[src/rtl/spi_gate_ctrl_pkg.sv]
// Shared types and defaults for the SPI clock-gate sequencer.
package spi_pkg;

  typedef enum logic [1:0] {IDLE, LEAD, SHIFT, LAG} gate_state_t;

  localparam int LEAD_DEFAULT = 2;
  localparam int LAG_DEFAULT  = 2;

  // Phase that follows 'from', skipping any phase whose length is zero.
  // An abort out of LEAD or SHIFT is requested by passing SHIFT as 'from'.
  function automatic gate_state_t next_phase(input gate_state_t from,
                                             input logic has_lead,
                                             input logic has_bits,
                                             input logic has_lag);
    gate_state_t nxt;
    nxt = IDLE;
    case (from)
      IDLE:  nxt = has_lead ? LEAD : (has_bits ? SHIFT : (has_lag ? LAG : IDLE));
      LEAD:  nxt = has_bits ? SHIFT : (has_lag ? LAG : IDLE);
      SHIFT: nxt = has_lag ? LAG : IDLE;
      LAG:   nxt = IDLE;
      default: nxt = IDLE;
    endcase
    return nxt;
  endfunction

endpackage

[src/rtl/spi_gate_ctrl_phase_counter.sv]
// Loadable down-counter timing the LEAD, SHIFT and LAG phases.
// Holds at zero; a load always wins over a decrement.
module phase_counter #(
  parameter int W = 6
) (
  input  logic         clk_in,
  input  logic         rst_n,
  input  logic         load,
  input  logic         en,
  input  logic [W-1:0] load_val,
  output logic         zero
);

  logic [W-1:0] count;

  // Load at phase entry, otherwise count down to terminal and stop there.
  always_ff @(posedge clk_in or negedge rst_n) begin
    if (!rst_n) begin
      count <= '0;
    end else if (load) begin
      count <= load_val;
    end else if (en && (count != '0)) begin
      count <= count - W'(1);
    end
  end

  assign zero = (count == '0);

endmodule

[src/rtl/spi_gate_ctrl.sv]
// Sequencer driving clock_gate.enable so that exactly N SCLK pulses reach
// the bus per transfer, framed by chip-select setup and hold intervals.
//
// state | meaning
// IDLE  | cs_n high, ready for a start request
// LEAD  | cs_n low, gate closed, chip-select setup time
// SHIFT | gate open, one SCLK pulse per cycle, bit_idx counts up
// LAG   | cs_n low, gate closed, chip-select hold time
module spi_gate_ctrl
  import spi_pkg::*;
#(
  parameter int MAX_BITS = 32,
  parameter int CNT_W    = $clog2(MAX_BITS + 1),
  parameter int LEAD     = LEAD_DEFAULT,
  parameter int LAG      = LAG_DEFAULT
) (
  input  logic             clk_in,
  input  logic             rst_n,
  input  logic             start_valid,
  output logic             start_ready,
  input  logic [CNT_W-1:0] num_bits,
  input  logic             abort,
  output logic             gate_en,
  output logic             cs_n,
  output logic             busy,
  output logic [CNT_W-1:0] bit_idx,
  output logic             done,
  output logic             aborted
);

  // The phase counter must hold the longest of the three phase lengths.
  localparam int PH_MAX = (MAX_BITS > LEAD) ? ((MAX_BITS > LAG) ? MAX_BITS : LAG)
                                            : ((LEAD > LAG) ? LEAD : LAG);
  localparam int PH_W   = $clog2(PH_MAX + 1);

  localparam logic [PH_W-1:0] LEAD_LD = (LEAD > 0) ? PH_W'(LEAD - 1) : '0;
  localparam logic [PH_W-1:0] LAG_LD  = (LAG > 0)  ? PH_W'(LAG - 1)  : '0;

  gate_state_t     state;
  gate_state_t     target;
  gate_state_t     from_state;
  logic            advance;
  logic            abort_hit;
  logic            has_bits;
  logic [CNT_W-1:0] n_req;
  logic [CNT_W-1:0] n_bits;
  logic [CNT_W-1:0] n_use;
  logic [PH_W-1:0] load_val;
  logic            ph_zero;

  assign n_req = (num_bits > CNT_W'(MAX_BITS)) ? CNT_W'(MAX_BITS) : num_bits;

  // Decide whether the current phase ends this cycle and which phase follows.
  // In IDLE the burst length comes straight from the request being accepted.
  always_comb begin
    n_use      = (state == IDLE) ? n_req : n_bits;
    has_bits   = (n_use != '0);
    advance    = 1'b0;
    abort_hit  = 1'b0;
    unique case (state)
      IDLE:             advance = start_valid;
      spi_pkg::LEAD,
      SHIFT: begin
        advance   = ph_zero | abort;
        abort_hit = abort;
      end
      spi_pkg::LAG:     advance = ph_zero;
    endcase
    from_state = abort_hit ? SHIFT : state;
    target     = next_phase(from_state, (LEAD > 0), has_bits, (LAG > 0));
    load_val   = '0;
    unique case (target)
      spi_pkg::LEAD: load_val = LEAD_LD;
      SHIFT:         load_val = PH_W'(n_use) - PH_W'(1);
      spi_pkg::LAG:  load_val = LAG_LD;
      IDLE:          load_val = '0;
    endcase
  end

  phase_counter #(.W(PH_W)) u_phase (
    .clk_in   (clk_in),
    .rst_n    (rst_n),
    .load     (advance),
    .en       (state != IDLE),
    .load_val (load_val),
    .zero     (ph_zero)
  );

  // Sequencer state and registered outputs, all updated on phase entry.
  always_ff @(posedge clk_in or negedge rst_n) begin
    if (!rst_n) begin
      state       <= IDLE;
      gate_en     <= 1'b0;
      cs_n        <= 1'b1;
      busy        <= 1'b0;
      start_ready <= 1'b1;
      done        <= 1'b0;
      aborted     <= 1'b0;
      bit_idx     <= '0;
      n_bits      <= '0;
    end else begin
      done <= 1'b0;
      if ((state == SHIFT) && !advance) begin
        bit_idx <= bit_idx + CNT_W'(1);
      end
      if (advance) begin
        state       <= target;
        gate_en     <= (target == SHIFT);
        cs_n        <= (target == IDLE);
        busy        <= (target != IDLE);
        start_ready <= (target == IDLE);
        done        <= (target == IDLE);
        if (target == SHIFT) begin
          bit_idx <= '0;
        end
        if (state == IDLE) begin
          n_bits  <= n_req;
          aborted <= 1'b0;
        end else if (abort_hit) begin
          aborted <= 1'b1;
        end
      end
    end
  end

endmodule

[config.mk]
export PLATFORM = sky130hd
export DESIGN_NAME = spi_gate_ctrl
export DESIGN_NICKNAME = d
export VERILOG_FILES = /design/src/rtl/spi_gate_ctrl_pkg.sv /design/src/rtl/spi_gate_ctrl_phase_counter.sv /design/src/rtl/spi_gate_ctrl.sv
export SDC_FILE = /design/constraint.sdc
export NUM_CORES = 1
export LEC_CHECK = 0
export CORE_MARGIN = 2
export CORE_UTILIZATION = 45
export DETAILED_ROUTE_END_ITERATION = 8
export PLACE_DENSITY = 0.68
export RECOVER_POWER = 100
export SYNTH_ARGS = -nofsm -noshare
export SYNTH_HDL_FRONTEND = slang
export SYNTH_HIERARCHICAL = 1
export SYNTH_SLANG_ARGS = --single-unit
[constraint.sdc]
create_clock -name clk_in -period 5.5 [get_ports clk_in]
set_input_delay 1.65 -clock clk_in [delete_from_list [all_inputs] [get_ports clk_in]]
set_output_delay 1.65 -clock clk_in [all_outputs]
set_load 0.01 [all_outputs]
==> impl_metrics.ini, run 1 <==
[run_status]
status = complete, no violations

[floorplanning]
initial_core_util = 0.476
die-width_um = 63.6
die_y_um = 63.6
die-area_um2 = 4050
ios = 22
core_um2 = 3360
row_count = 21

[cells_and_area]
syn2layout_area_growth_pct = 16.8
seq_area_um2 = 627
final_layout_size_suffix_gt1_frac = 0.0598
fin_area_um2 = 1870
diodes = 0
multi_input_area_um2 = 910
finish.net_count = 205
fill_cells = 331

[logic_synthesis]
synth-compound-area-share = 0.188
synth_top_cell_by_area = dfrtp_1
synth-simple-area-share = 0.201
synth_top_area_frac = 0.375
ys.warnings.count = 6
synthMostInstantiatedCell = dfrtp_1
syn_nets = 183
ys_types = 48
async_flop_share = 1.00
synth-seq-cells = 25
synth_edf_count = 0
ys.flop_type = dfrtp_1
synth_fa_ha_area_frac = 0.0782
seq_area_frac_synth = 0.392
synth_commonest_cells = dfrtp_1, ha_1, inv_1
synth_top_family_by_area = simple AND/OR/NAND/NOR gates
synth_xor_area_frac = 0.0164
syn-cell-area_um2 = 1600
syn_avg_cell_area_um2 = 9.82
synthTopCellsByArea = dfrtp_1, ha_1, mux2_1
syn-instance-count = 163
synth.area.mux_share = 0.0876

[sta]
holdWs_ps = 517
finalMaxSlewViolations = 0
slew_headroom = 0.0923
final-hold-violation-count = 0
setup-violations-final = 0
tns_ps = 0
worst_pin_slew_ps = 1360
rsz0062_at_grt = false
setup_ws_ps = 1700
clock.fmax_ghz = 0.263
fin_crit_ps = 3800
worst_clock_skew_ps = 5.47
finalCritPeriodShare = 0.691

[clocking]
htreeDepth = 1
clk_latency_ps = 320
cts_tree = yes
root_buffer = clkbuf_4
ctsResizeCount = 0
cts_buffers = 3
post_cts_buffers = 0
clk_pin_slew_ps = 140
clockBufferDepth = 2
cts.sink_count = 25
ctsHoldBuffers = 0

[worst_setup_path]
cp_cell_sequence = dlygate4sd3_1, nor2b_1, mux2_1, inv_1, ha_1, and3b_1, nand4_1, o21ai_0, a21oi_1, nor2_1, a31oi_1
worstSetupPathType = primary input to register
cpPeakStageDelay_ps = 660
cpLargestDelayFamily = buffers and inverters
path_max_fanout = 8
crit_arrival_ps = 4010
cp.required_ps = 5710
cp-start-kind = primary input
crit_buf_inv = 2
crit_slowest_cell = dlygate4sd3_1
endpoint_kind = register

[place]
dpl_cell_area_um2 = 1850
port_buffers = 21
place_congestion = 0.855
place_hpwl_um = 2400
pre_cts_ws_ps = 1520

[route]
dr.pass1.iters = 4
viasPerCell = 5.53
vias = 1271
drt_iter0_drc = 60
drt-total-wl_um = 3150
wl_per_cell_um = 13.7
route.detailed.drc = 0
ant_nets = 0

[grt]
grt_use_met2 = 0.307
antenna_found_initial = 0
gr-usage-met1 = 0.241
met3_usage = 0.0179
grt_pass1_wl_um = 5850
grt.total_usage = 0.181
grt_max_degree = 26
grt-ovfl-total = 0
top_usage_layer = met2
grt_pass1_vias = 1267

[pwr]
fin_total_pwr_uw = 1030
pwr_density_cell_nw_per_um2 = 551
ir_drop_v = 0.000381
p_leak_uw = 0.000778

[run]
maxCapViolCount = 0

[worst_hold_path]
hold_path.class = register to register
## placed cells by master, fill, tap and decap left out, types with 2 or more instances in the layout
| cell | synthesis | routed |
|---|---|---|
| a21boi_0 | 0 | 3 |
| a21oi_1 | 8 | 9 |
| a31oi_1 | 3 | 3 |
| and2_0 | 0 | 4 |
| clkbuf_4 | 0 | 3 |
| clkdlybuf4s50_1 | 0 | 6 |
| dfrtp_1 | 24 | 24 |
| dlygate4sd3_1 | 0 | 15 |
| ha_1 | 10 | 10 |
| inv_1 | 9 | 9 |
| mux2_1 | 6 | 7 |
| mux2i_1 | 5 | 5 |
| nand2_1 | 8 | 8 |
| nand2b_1 | 4 | 4 |
| nand3_1 | 3 | 3 |
| nand4_1 | 2 | 2 |
| nor2_1 | 8 | 8 |
| nor2b_1 | 5 | 5 |
| nor3_1 | 5 | 5 |
| nor3b_1 | 2 | 2 |
| o2111ai_1 | 3 | 3 |
| o211ai_1 | 3 | 3 |
| o21ai_0 | 3 | 6 |
| o21bai_1 | 2 | 2 |
| o31ai_1 | 3 | 3 |
| or3_1 | 3 | 3 |
| or3b_1 | 2 | 2 |
| or4_1 | 4 | 4 |
| xnor2_1 | 2 | 2 |
## flip-flops by register name, summed over array words and instances (netlist names)
register,cells
bit_idx,6
n_bits,6
u_phase/count,6
state,2
aborted,1
busy,1
cs_n,1
done,1
gate_en,1
## where the power goes
part	switching [µW]	leakage [µW]	total, µW	internal, µW
clock	55.7	0.0000177	82.9	27.3
combinational	353	0.000454	626	274
sequential	58.9	0.000306	321	262
## final timing paths
path / depth (start not counted) / slack [ps] / endpoint / start
min in group asynchronous: 2 / 2140 / n_bits[4] / rst_n
setup / recovery: 11 / 1700 / u_phase/count[4] / num_bits[5]
hold / removal: 1 / 520 / n_bits[0] / n_bits[0]
setup reg to reg: 11 / 2590 / u_phase/count[4] / state[0]
max in group asynchronous: 2 / 2560 / gate_en / rst_n
hold reg to reg: 1 / 520 / n_bits[0] / n_bits[0]
## layout make-up
class | count | share of cell area
multi-input cells | 124 | 0.487
flip-flops and latches | 25 | 0.335
repair buffers | 22 | 0.114
well taps | 46 | 0.0308
inverters | 9 | 0.0181
clock buffers | 3 | 0.0120
clock inverters | 1 | 0.00268
## kinds of logic (layout without fill, tap and decap cells)
family,after synthesis,in the layout
and+or+nand+nor,55,55
AOI/OAI and AO/OA,43,43
DFF,25,25
buffers and inverters,14,35
muxes,13,13
adders and majority gates,10,10
xor gates and xnor gates,3,3
## per-stage QoR
stage                      util  cells
after floorplan               -    163
after global placement    0.550    226
after detailed placement  0.550    226
after CTS                 0.558    230
after global routing      0.556    230
final                     0.556    230
## layer usage
| layer | up-vias | part of all wire |
|---|---|---|
| met3 | 4 | 0.023 |
| li1 | 640 | - |
| met2 | 21 | 0.50 |
| met4 | 0 | 0.012 |
| met5 | - | 0 |
| met1 | 606 | 0.47 |
Note: power is estimated with default switching activity, not from simulation.
==> run 2, diff against run 1 <==
- PLACE_DENSITY: 0.68 -> 0.7
- clock period: 5.5 -> 3.1 ns (I/O delays scaled with it)
==> impl_metrics.ini, run 2 (synthesis results as in run 1) <==
[run_status]
status = complete, no violations

[clocking]
root_buffer = clkbuf_4
ctsResizeCount = 0
cts.sink_count = 25
clk_pin_slew_ps = 150
cts_tree = yes
post_cts_buffers = 0
clk_latency_ps = 330
ctsHoldBuffers = 0
clockBufferDepth = 2
htreeDepth = 1
cts_buffers = 3

[grt]
grt-ovfl-total = 0
grt_pass1_vias = 1300
antenna_found_initial = 0
grt_max_degree = 26
grt.total_usage = 0.182
grt_pass1_wl_um = 5850

[route]
viasPerCell = 5.59
drt-total-wl_um = 3300
vias = 1313
ant_nets = 0
route.detailed.drc = 0
drt_iter0_drc = 64
dr.pass1.iters = 4
wl_per_cell_um = 14.0

[sta]
final-hold-violation-count = 0
finalMaxSlewViolations = 0
setup-violations-final = 0
clock.fmax_ghz = 0.366
fin_crit_ps = 2730
tns_ps = 0
worst_clock_skew_ps = 7.28
slew_headroom = 0.0869
worst_pin_slew_ps = 1370
rsz0062_at_grt = false
finalCritPeriodShare = 0.880

[worst_setup_path]
cp.required_ps = 3350
cpPeakStageDelay_ps = 490
cp_cell_sequence = clkdlybuf4s50_1, nor2b_1, mux2_1, inv_1, ha_1, and3b_1, nand4_1, o211ai_1, buf_4, a21boi_0
crit_slowest_cell = clkdlybuf4s50_1
crit_arrival_ps = 2980
endpoint_kind = register
worstSetupPathType = primary input to register
cp-start-kind = primary input
path_max_fanout = 7

[cells_and_area]
diodes = 0
syn2layout_area_growth_pct = 18.7
reg_top3 = bit_idx: 6 flops, n_bits: 6 flops, u_phase/count: 6 flops
mostFrequentLayoutCells = dfrtp_1, dlygate4sd3_1, ha_1
final_layout_size_suffix_gt1_frac = 0.0741
finish.net_count = 210
post-route-util = 0.565
final_cells = 235
mostFrequentLayoutCell = dfrtp_1

[place]
place_hpwl_um = 2540
place_congestion = 0.856
dp_cells = 231
port_buffers = 21

[run]
maxCapViolCount = 0

[pwr]
pwr_density_cell_nw_per_um2 = 985
ir_drop_v = 0.000521
p_leak_uw = 0.000796

[floorplanning]
ios = 22
row_count = 21
die_y_um = 63.6
core_um2 = 3360
initial_core_util = 0.476
die-area_um2 = 4050
die-width_um = 63.6

[worst_hold_path]
hold_path.class = register to register
==> run 2: cell types whose count changed in the layout (fill, tap and decap cells not counted) <==
| cell | previous run | this run |
|---|---|---|
| and2_0 | 4 | 1 |
| and2_1 | 1 | 4 |
| buf_4 | 0 | 3 |
| clkbuf_1 | 1 | 3 |
| clkdlybuf4s50_1 | 6 | 8 |
| dlygate4sd3_1 | 15 | 13 |
| o21ai_0 | 6 | 4 |
| o21ai_1 | 1 | 3 |
==> run 2: critical path: cells and delay by family <==
kind / cells / cell delay (ps)
AO/OA/AOI/OAI: 2 / 420
adder cells (fa/ha/maj): 1 / 140
buffers and inverters: 3 / 780
AND/OR/NAND/NOR: 3 / 370
multiplexers: 1 / 350
==> run 2: path summary, 6_finish.rpt <==
path                        startpoint          endpoint  depth (start not counted)  slack (ps)
setup / recovery           num_bits[5]        bit_idx[3]                         10         370
hold / removal                    busy              busy                          2         520
setup reg to reg              state[0]        bit_idx[3]                         10         460
hold reg to reg                   busy              busy                          2         520
max in group asynchronous        rst_n  u_phase/count[2]                          2         880
min in group asynchronous        rst_n              busy                          2        1420
==> run 2: stage by stage <==
step                      setup slack, ps  hold slack [ps]  total power (µW)  cell area, µm²
after detailed placement              119              503              1770            1890
after global routing                  107              553              2070            1900
after floorplan                       699              460              1430            1600
after CTS                             453              537              1930            1910
final                                 371              524              1870            1900
after global placement                193              484              1720            1890
==> run 2: routing by layer <==
layer	track usage	wire length (µm)
met1	0.228	1570
met2	0.320	1610
met3	0.0268	85
met4	0.0571	36
met5	0	0
==> run 2: area by class of cell <==
cell class / instances / area [µm²]
inverter: 9 / 33.8
sequential: 25 / 627
clock buffer: 3 / 22.5
fill: 324 / 1460
timing repair buffer: 27 / 244
clock inverter: 1 / 5.00
multi-input combinational: 124 / 910
tap: 46 / 57.6
==> run 2: power breakdown <==
part	leakage [µW]	internal (µW)	switching, µW
Sequential	0.000306	465	109
Clock	0.0000177	48.4	106
Combinational	0.000472	508	636
Total	0.000796	1020	851
==> run 3, diff against run 2 <==
- PLACE_DENSITY: 0.7 -> 0.68
- RECOVER_POWER: 100 -> default
- clock period: 3.1 -> 3.06 ns (I/O delays scaled with it)
==> impl_metrics.ini, run 3 (synthesis results as in run 1) <==
[sta]
final-hold-violation-count = 0
finalCritPeriodShare = 0.879
finalMaxSlewViolations = 0
tns_ps = 0
worst_pin_slew_ps = 562
fin_crit_ps = 2690
clock.fmax_ghz = 0.372
setup-violations-final = 0
slew_headroom = 0.625
worst_clock_skew_ps = 5.60
rsz0062_at_grt = false
setup_ws_ps = 370
holdWs_ps = 510

[cells_and_area]
reg_top3 = bit_idx: 6 flops, n_bits: 6 flops, u_phase/count: 6 flops
diodes = 0
final_layout_size_suffix_gt1_frac = 0.101
finish.net_count = 210
syn2layout_area_growth_pct = 19.6
mostFrequentLayoutCell = dfrtp_1
post-route-util = 0.569
mostFrequentLayoutCells = dfrtp_1, clkdlybuf4s50_1, ha_1

[pwr]
p_leak_uw = 0.000790
pwr_density_cell_nw_per_um2 = 1010
fin_total_pwr_uw = 1930
ir_drop_v = 0.000634

[grt]
grt_pass1_vias = 1343
antenna_found_initial = 0
grt-ovfl-total = 0
grt_max_degree = 26
grt.total_usage = 0.191
grt_pass1_wl_um = 6220

[route]
ant_nets = 0
drt-total-wl_um = 3270
route.met3.wl_um = 142
vias = 1287
viasPerCell = 5.48
wl_met2_um = 1490
routed.top_layer = met4
route.detailed.drc = 0
m1WireLength_um = 1620
wl_per_cell_um = 13.9
dr.pass1.iters = 4
drt_iter0_drc = 46

[place]
place_hpwl_um = 2510
place_congestion = 0.881
port_buffers = 21
pre_cts_ws_ps = 37.8

[worst_setup_path]
cpPeakStageDelay_ps = 500
cp_cell_sequence = clkdlybuf4s50_1, nor2b_1, mux2_2, inv_1, ha_1, and3b_1, nand4_1, o21ai_1, nor3_1, nand2_1, o211ai_1
crit_buf_inv = 2
worstSetupPathType = primary input to register
cp-start-kind = primary input
cpLargestDelayFamily = buffers and inverters
cp.required_ps = 3280
crit_slowest_cell = clkdlybuf4s50_1
rrSetupSlack_ps = 530
path_max_fanout = 4
endpoint_kind = register
crit_arrival_ps = 2910

[clocking]
clk_pin_slew_ps = 140
htreeDepth = 1
ctsHoldBuffers = 0
cts_tree = yes
ctsResizeCount = 0
root_buffer = clkbuf_4
cts.sink_count = 25
cts_buffers = 3
clk_latency_ps = 320
clockBufferDepth = 2
post_cts_buffers = 0

[floorplanning]
ios = 22
row_count = 21
initial_core_util = 0.476
die-area_um2 = 4050
die-width_um = 63.6
core_um2 = 3360
die_y_um = 63.6

[worst_hold_path]
hold_path.class = register to register

[run_status]
status = complete, no violations

[run]
maxCapViolCount = 0
## run 3: metrics by stage
step	instance area (µm²)	std cells
2_1_floorplan	1600	163
3_3_place_gp	1890	231
3_5_place_dp	1890	231
4_1_cts	1910	235
5_1_grt	1910	235
6_report	1910	235
## run 3: final timing paths
path                                  start               end  cells after the start
worst max-delay path            num_bits[5]  u_phase/count[3]                     11
worst min-delay path              n_bits[0]         n_bits[0]                      1
max in group asynchronous             rst_n              cs_n                      2
worst min register to register    n_bits[0]         n_bits[0]                      1
min in group asynchronous             rst_n         n_bits[4]                      2
worst max register to register     state[0]  u_phase/count[3]                     11
## run 3: cell type report
type / count / area (µm²)
fillers: 328 / 1450
clock buffers: 3 / 22.5
multi-input cells: 124 / 913
inverters: 9 / 33.8
well taps: 46 / 57.6
repair buffers: 27 / 255
clock inverters: 1 / 5.00
flip-flops and latches: 25 / 627
## run 3: worst reg2reg max path: stages (launching register included)
cell and delay (ps):
dfrtp_1 460, inv_1 130, ha_1 260, buf_4 220, mux2i_1 290, ha_1 190
and3b_1 150, nand4_1 170, o21ai_1 280, nor3_1 110, nand2_1 90, o211ai_1 80
## run 3: where the power goes
part / switching [µW] / internal, µW
combinational: 639 / 555
clock: 102 / 49.0
sequential: 115 / 471
total: 856 / 1080
## run 3: metal layers
layer	GRT usage	vias up
li1	-	655
met1	0.264	604
met2	0.307	26
met3	0.0446	2
met4	0.0326	0
met5	0	-
